<file path="src/rtl/serial_adder.sv">
// Bit-serial unsigned adder: one bit per clock, LSB first, registered carry.
// Latency: WIDTH+1 edges from the accepting edge to the done pulse.
// Backpressure: start is ignored while busy; a start seen in DONE begins the next add at once.
module serial_adder #(
    parameter int WIDTH = 8
) (
    input  logic             clk,
    input  logic             rst,
    input  logic             start,
    input  logic [WIDTH-1:0] a_in,
    input  logic [WIDTH-1:0] b_in,
    output logic             busy,
    output logic             done,
    output logic [WIDTH-1:0] sum,
    output logic             cout
);

    // Counter reaches WIDTH on the final edge, so it needs room for that value.
    localparam int             CW       = $clog2(WIDTH + 1);
    localparam logic [CW-1:0]  LAST_BIT = CW'(WIDTH - 1);

    typedef enum logic [1:0] {
        S_IDLE = 2'd0,
        S_RUN  = 2'd1,
        S_DONE = 2'd2
    } state_t;

    state_t           r_state;
    state_t           w_state_nxt;

    logic [WIDTH-1:0] r_a;
    logic [WIDTH-1:0] r_b;
    logic [WIDTH-1:0] r_res;
    logic             r_carry;
    logic [CW-1:0]    r_cnt;

    logic             w_s;
    logic             w_c_nxt;
    logic             w_accept;
    logic             w_last;
    logic [WIDTH-1:0] w_res_nxt;

    // Full-adder bit slice built from the half-adder sum/carry equations.
    always_comb begin
        w_s      = r_a[0] ^ r_b[0] ^ r_carry;
        w_c_nxt  = (r_a[0] & r_b[0]) | (r_carry & (r_a[0] ^ r_b[0]));
        w_accept = start && ((r_state == S_IDLE) || (r_state == S_DONE));
        w_last   = (r_state == S_RUN) && (r_cnt == LAST_BIT);
    end

    // Result register shifts right with the new sum bit entering at the MSB;
    // written this way so it also holds for WIDTH == 1.
    always_comb begin
        w_res_nxt             = r_res >> 1;
        w_res_nxt[WIDTH-1]    = w_s;
    end

    // State register.
    always_ff @(posedge clk or posedge rst) begin
        if (rst) begin
            r_state <= S_IDLE;
        end else begin
            r_state <= w_state_nxt;
        end
    end

    // Next-state and handshake outputs.
    always_comb begin
        w_state_nxt = r_state;
        busy        = 1'b0;
        done        = 1'b0;
        case (r_state)
            S_IDLE: begin
                if (start) begin
                    w_state_nxt = S_RUN;
                end
            end
            S_RUN: begin
                busy = 1'b1;
                if (r_cnt == LAST_BIT) begin
                    w_state_nxt = S_DONE;
                end
            end
            S_DONE: begin
                done        = 1'b1;
                w_state_nxt = start ? S_RUN : S_IDLE;
            end
            default: begin
                w_state_nxt = S_IDLE;
            end
        endcase
    end

    // Operand capture, serial datapath, and result hold registers.
    always_ff @(posedge clk or posedge rst) begin
        if (rst) begin
            r_a     <= '0;
            r_b     <= '0;
            r_res   <= '0;
            r_carry <= 1'b0;
            r_cnt   <= '0;
            sum     <= '0;
            cout    <= 1'b0;
        end else if (w_accept) begin
            r_a     <= a_in;
            r_b     <= b_in;
            r_res   <= '0;
            r_carry <= 1'b0;
            r_cnt   <= '0;
        end else if (r_state == S_RUN) begin
            r_a     <= r_a >> 1;
            r_b     <= r_b >> 1;
            r_res   <= w_res_nxt;
            r_carry <= w_c_nxt;
            r_cnt   <= r_cnt + CW'(1);
            // Outputs only move when the last bit is done, never mid-run.
            if (w_last) begin
                sum  <= w_res_nxt;
                cout <= w_c_nxt;
            end
        end
    end

endmodule

</file>
<file path="config.mk">
export PLATFORM = sky130hd
export DESIGN_NAME = serial_adder
export DESIGN_NICKNAME = d
export VERILOG_FILES = /design/src/rtl/serial_adder.sv
export SDC_FILE = /design/constraint.sdc
export NUM_CORES = 1
export LEC_CHECK = 0
export CORE_ASPECT_RATIO = 1.75
export CORE_MARGIN = 5
export CORE_UTILIZATION = 45
export CTS_CLUSTER_DIAMETER = 40
export DETAILED_ROUTE_END_ITERATION = 10
export PLACE_DENSITY_LB_ADDON = 0.15
export SYNTH_ARGS = -nofsm -noshare
export SYNTH_HDL_FRONTEND = slang
export SYNTH_SLANG_ARGS = --single-unit
export TNS_END_PERCENT = 30
</file>
<file path="constraint.sdc">
create_clock -name clk -period 3.3 [get_ports clk]
set_input_delay 0.495 -clock clk [delete_from_list [all_inputs] [get_ports clk]]
set_output_delay 0.495 -clock clk [all_outputs]
set_load 0.02 [all_outputs]
</file>
==> results of run 1 <==
sequential cells by signal, summed over array words and instances (netlist names):
name	cells
cout	1
sum	8
r_res	7
r_state	2
r_a	8
r_carry	1
r_b	8
r_cnt	4
cell type report:
cell class                      instances  area share, %
Multi-Input combinational cell         67           29.0
Inverter                                1          0.187
Timing Repair Buffer                   31           15.2
Tap cell                               45           2.81
Clock buffer                            7           3.81
Sequential cell                        39           48.7
Clock inverter                          1          0.250
power by group:
part           switching, mW  internal (mW)
Sequential             0.132          0.684
Clock                  0.150          0.148
Combinational          0.342          0.399
Total                  0.624           1.23
logic make-up (layout without fill, tap and decap cells):
logic type	Yosys count	count (layout)	synth area share [%]
simple gates	12	12	4.98
buf+inv	9	40	3.19
compound gates	40	40	20.3
fa+ha+maj	2	2	2.02
mux	13	13	8.86
flops	39	39	60.7
per-stage QoR:
stage	total power [mW]	hold WS (ps)	instance area, sq um
final	1.85	485	2000
after detailed placement	1.58	467	1920
after global placement	1.55	461	1920
after global routing	1.99	500	2000
after floorplan	1.37	449	1610
after CTS	1.89	488	2000
critical path, delay by kind of cell, from the launching register on:
family                 cells  cell delay [ps]
and+or+nand+nor            1              500
buffers and inverters      1              680
DFF                        1              370
cells in the mapped netlist (all sizes together):
library cell / instances
a21o: 13
a22o: 25
and2b: 1
buf: 8
dfrtp: 39
fa: 1
ha: 1
inv: 1
mux2: 10
mux2i: 3
nand2: 4
nand2b: 1
nand4: 1
nor2: 1
nor2b: 3
nor3b: 1
o21ai: 2
how the worst max path moves through the flow:
stage,from,end,slack [ps],cells after the start
2_1_floorplan,r_state[1],busy,1820,3
3_3_place_gp,r_state[1],sum[7],1160,3
3_5_place_dp,r_state[1],sum[6],1130,3
4_1_cts,r_state[1],busy,940,2
5_1_grt,r_state[1],busy,850,2
6_report,r_state[1],busy,970,2
routing by layer:
| layer | wire length, um | global-route usage [%] |
|---|---|---|
| met1 | 1190 | 14.4 |
| met2 | 1410 | 23.1 |
| met3 | 146 | 4.91 |
| met4 | 63 | 6.86 |
| met5 | 0 | 0 |
==> flow_metrics.env, run 1 <==
export IMPL_status="complete, no violations"
export IMPL_syn_inst=115
export IMPL_vias_per_cell=5.39
export IMPL_tightest_slew_ps=768
export IMPL_dp_worst_setup_slack_ps=1130
export IMPL_cts_tree="built"
export IMPL_grt_max_degree=32
export IMPL_post_route_period_util_pct=70.7
export IMPL_finalNetCount=166
export IMPL_reg2reg_depth=3
export IMPL_powerDensity_nw_per_um2=925
export IMPL_io_pins=30
export IMPL_stdcell_count=191
export IMPL_min_path_cells=1
export IMPL_post_route_drc_count=0
export IMPL_slew_headroom_pct=48.6
export IMPL_worst_clock_skew_ps=3.47
export IMPL_cts_hold_buf=0
export IMPL_yosys_area_top_type="dfrtp_1"
export IMPL_wl_per_cell_um=14.7
export IMPL_path_class="register to output port"
export IMPL_drive_gt1_share_pct=14.4
export IMPL_root_buffer="clkbuf_8"
export IMPL_grt_pass1_vias=1133
export IMPL_worst_skew_pair_late_latency_ps=280
export IMPL_syn2layout_area_growth_pct=24.6
export IMPL_multi_input_area_sq_um=582
export IMPL_crit_required_ps=2800
export IMPL_slowest_delay_ps=680
export IMPL_placed_cells_incl_taps=183
export IMPL_synth_top_area_share_pct=60.7
export IMPL_numCtsBuffers=5
export IMPL_ctsResizeCount=0
export IMPL_synth_seq_cells=39
export IMPL_ant_nets=0
export IMPL_synth_area_leaders="dfrtp_1 61%, a22o_1 14%, mux2_2 7.0%"
export IMPL_p_leak_nw=0.991
export IMPL_ys_seq_area_share_pct=60.7
export IMPL_hold_path_class="register to register"
export IMPL_place_congestion=0.739
export IMPL_setup_viol=0
export IMPL_final_cell_mix="39 x dfrtp_1, 29 x clkdlybuf4s50_1, 25 x a22o_1"
export IMPL_hold_viol=0
export IMPL_cts_sink_count=39
export IMPL_drt_iter0_markers=24
export IMPL_fin_ws_ps=966
export IMPL_mappedNetlistArea_sq_um=1610
export IMPL_htreeDepth=2
export IMPL_ys_types=18
export IMPL_crit_reg2reg_capture="sum[3]"
export IMPL_rows=28
export IMPL_synth_fp_nets=136
export IMPL_postSynthAreaPerCell_sq_um=14.0
export IMPL_post_cts_buffers=0
export IMPL_n_fill_cell=321
export IMPL_clk_pin_slew_ps=70
export IMPL_critPathArrivalTime_ps=1840
export IMPL_rsz0062_at_grt="no"
export IMPL_regArea_sq_um=976
export IMPL_drv_cap=0
export IMPL_antenna_cells=0
export IMPL_start_util_pct=46.9
export IMPL_fin_setup_tns_ps=0
export IMPL_first_pass_iters=4
export IMPL_path_cells="and2b_4 -> clkdlybuf4s50_1"
export IMPL_grt_pass1_wl_um=5140
export IMPL_endpoint_kind="output port"
export IMPL_dpl_hpwl_um=1970
export IMPL_cpMaxStageDelayCell="clkdlybuf4s50_1"
export IMPL_worstSetupStartpointType="register"
export IMPL_min_period_ps=2330
export IMPL_ir_worst_vdd_v=0.000480
export IMPL_cp_max_fo=31
export IMPL_postLayoutCoreUtil_pct=58.4
export IMPL_final_common_cell="dfrtp_1"
export IMPL_core_area_sq_um=3430
export IMPL_min_to="r_b[4]"
export IMPL_die_h_um=89.1
export IMPL_grt_total_usage_pct=13.4
export IMPL_dieWidth_um=55.2
export IMPL_dr_total_vias=1030
export IMPL_hold_start="r_b[4]"
export IMPL_rrSetupSlack_ps=1180
export IMPL_fmax_mhz=428
export IMPL_report_final_slew_viol_count=0
export IMPL_clockBufferDepth=2
export IMPL_r2r_start="r_state[1]"
export IMPL_ys_warn_count=0
export IMPL_die_area_sq_um=4920
export IMPL_overflow=0
export IMPL_wl_um=2810
export IMPL_antenna_found_initial=0
export IMPL_numPortBuffers=29
Power figures use the tool's default switching activity.
==> inputs of run 2 (changes only) <==
==> constraint.sdc (replaced) <==
create_clock -name clk -period 2.1 [get_ports clk]
set_input_delay 0.315 -clock clk [delete_from_list [all_inputs] [get_ports clk]]
set_output_delay 0.315 -clock clk [all_outputs]
set_load 0.02 [all_outputs]
==> flow_metrics.env, run 2 (synthesis gave the netlist of run 1 again) <==
export IMPL_first_pass_iters=4
export IMPL_reg_top3="r_a (8), r_b (8), sum (8)"
export IMPL_grt_pass1_vias=1119
export IMPL_dieWidth_um=55.2
export IMPL_power_frac_seq_pct=44.1
export IMPL_slew_headroom_pct=63.2
export IMPL_grt_total_usage_pct=12.8
export IMPL_status="complete, no violations"
export IMPL_finalNetCount=168
export IMPL_critPathArrivalTime_ps=1490
export IMPL_grt_max_degree=40
export IMPL_endpoint_kind="output port"
export IMPL_numPortBuffers=29
export IMPL_ant_nets=0
export IMPL_overflow=0
export IMPL_fin_setup_tns_ps=0
export IMPL_post_route_drc_count=0
export IMPL_crit_path_end="busy"
export IMPL_drt_iter0_markers=39
export IMPL_die_area_sq_um=4920
export IMPL_die_h_um=89.1
export IMPL_grt_pass1_wl_um=4910
export IMPL_antenna_found_initial=0
export IMPL_fmax_mhz=553
export IMPL_p_leak_nw=0.996
export IMPL_reg2reg_depth=4
export IMPL_switching_share_pct=33.2
export IMPL_io_pins=30
export IMPL_ir_worst_vdd_v=0.000718
export IMPL_cp_num_cells=2
export IMPL_rsz0062_at_grt="no"
export IMPL_hold_ws_ps=443
export IMPL_drive_gt1_share_pct=15.1
export IMPL_core_area_sq_um=3430
export IMPL_hold_viol=0
export IMPL_vias_per_cell=5.50
export IMPL_n_fill_cell=314
export IMPL_tightest_slew_ps=550
export IMPL_dpl_cell_area_sq_um=1940
export IMPL_place_congestion=0.761
export IMPL_power_internal_mw=1.94
export IMPL_report_final_slew_viol_count=0
export IMPL_crit_required_ps=1780
export IMPL_slowest_delay_ps=590
export IMPL_drv_cap=0
export IMPL_cp_max_fo=3
export IMPL_clock_power_share_pct=15.4
export IMPL_crit_buf_inv=1
export IMPL_wl_per_cell_um=14.6
export IMPL_worst_skew_pair_late_latency_ps=280
export IMPL_syn2layout_area_growth_pct=25.0
export IMPL_fin_area_sq_um=2010
export IMPL_worstSetupStartpointType="register"
export IMPL_wl_um=2790
export IMPL_path_cells="and2b_4 -> clkdlybuf4s50_1"
export IMPL_path_class="register to output port"
export IMPL_rows=28
export IMPL_cts_hold_buf=0
export IMPL_cpMaxStageDelayCell="clkdlybuf4s50_1"
export IMPL_p_total_mw=2.90
export IMPL_hold_path_class="input pin to async pin"
export IMPL_r2r_start="r_state[0]"
export IMPL_rrSetupSlack_ps=490
export IMPL_clockBufferDepth=2
export IMPL_cts_sink_count=39
export IMPL_critPathLaunch="r_state[1]"
export IMPL_multi_input_area_sq_um=582
export IMPL_htreeDepth=2
export IMPL_post_route_period_util_pct=86.2
export IMPL_powerDensity_nw_per_um2=1440
export IMPL_clk_pin_slew_ps=60
export IMPL_final_common_cell="dfrtp_1"
export IMPL_cts_tree="built"
export IMPL_antenna_cells=0
export IMPL_start_util_pct=46.9
export IMPL_root_buffer="clkbuf_8"
export IMPL_crit_reg2reg_capture="r_cnt[0]"
export IMPL_dr_total_vias=1050
export IMPL_ctsResizeCount=0
export IMPL_power_switching_mw=0.965
export IMPL_numCtsBuffers=5
export IMPL_min_period_ps=1810
export IMPL_final_cell_mix="39 x dfrtp_1, 29 x clkdlybuf4s50_1, 25 x a22o_1"
export IMPL_setup_viol=0
export IMPL_comb_power_share_pct=40.5
export IMPL_worst_clock_skew_ps=4.27
export IMPL_regArea_sq_um=976
export IMPL_post_cts_buffers=0
export IMPL_cp_top_family="buffers and inverters"
-- run 2: cell count changes in the layout (fill, tap and decap cells not counted) --
cell,previous run,this run
buf_4,2,4
clkinv_2,1,0
clkbuf_1,2,1
-- run 2: worst register-to-register path: cells and delay by family (launching register included) --
kind / cells / cell delay (ps)
flops: 1 / 410
simple gates: 2 / 650
buf+inv: 1 / 230
mux: 1 / 270
-- run 2: worst min path at each step --
stage / startpoint / endpoint / slack, ps / depth (start not counted)
2_1_floorplan: a_in[2] / r_a[2] / 430 / 2
3_5_place_dp: r_b[4] / r_b[4] / 470 / 1
4_1_cts: rst / r_a[2] / 450 / 3
5_1_grt: r_a[6] / r_a[6] / 510 / 1
6_report: rst / r_a[5] / 440 / 3
3_3_place_gp: r_b[6] / r_b[6] / 460 / 1
-- run 2: per-stage QoR --
stage               instances  worst slack (ps)  utilization [%]
finish                    191               290             58.6
global route              191               226             58.6
CTS                       191               272             58.6
detailed placement        185               382             56.5
global placement          185               414             56.5
floorplan                 115               723                -
-- run 2: metal layers --
layer  GRT usage, %  part of all wire (%)  up-vias
met1           13.7                    41      523
li1               -                     -      484
met5              0                     0        -
met4           7.30                   2.4        0
met2           22.3                    51       36
met3           3.90                   6.0        7
-- run 2: layout make-up --
cell class                      instances  share of cell area [%]
Tap cell                               45                    2.80
Multi-Input combinational cell         67                    28.9
Sequential cell                        39                    48.5
Clock buffer                            6                    3.61
Inverter                                1                   0.187
Timing Repair Buffer                   33                    15.9
-- run 2: power by group through the flow --
| stage | sequential [mW] | clock (mW) | combinational, mW |
|---|---|---|---|
| floorplan | 1.32 | 0 | 0.827 |
| global placement | 1.28 | 0 | 1.17 |
| detailed placement | 1.29 | 0 | 1.20 |
| CTS | 1.28 | 0.467 | 1.20 |
| global route | 1.32 | 0.495 | 1.30 |
| finish | 1.28 | 0.448 | 1.18 |
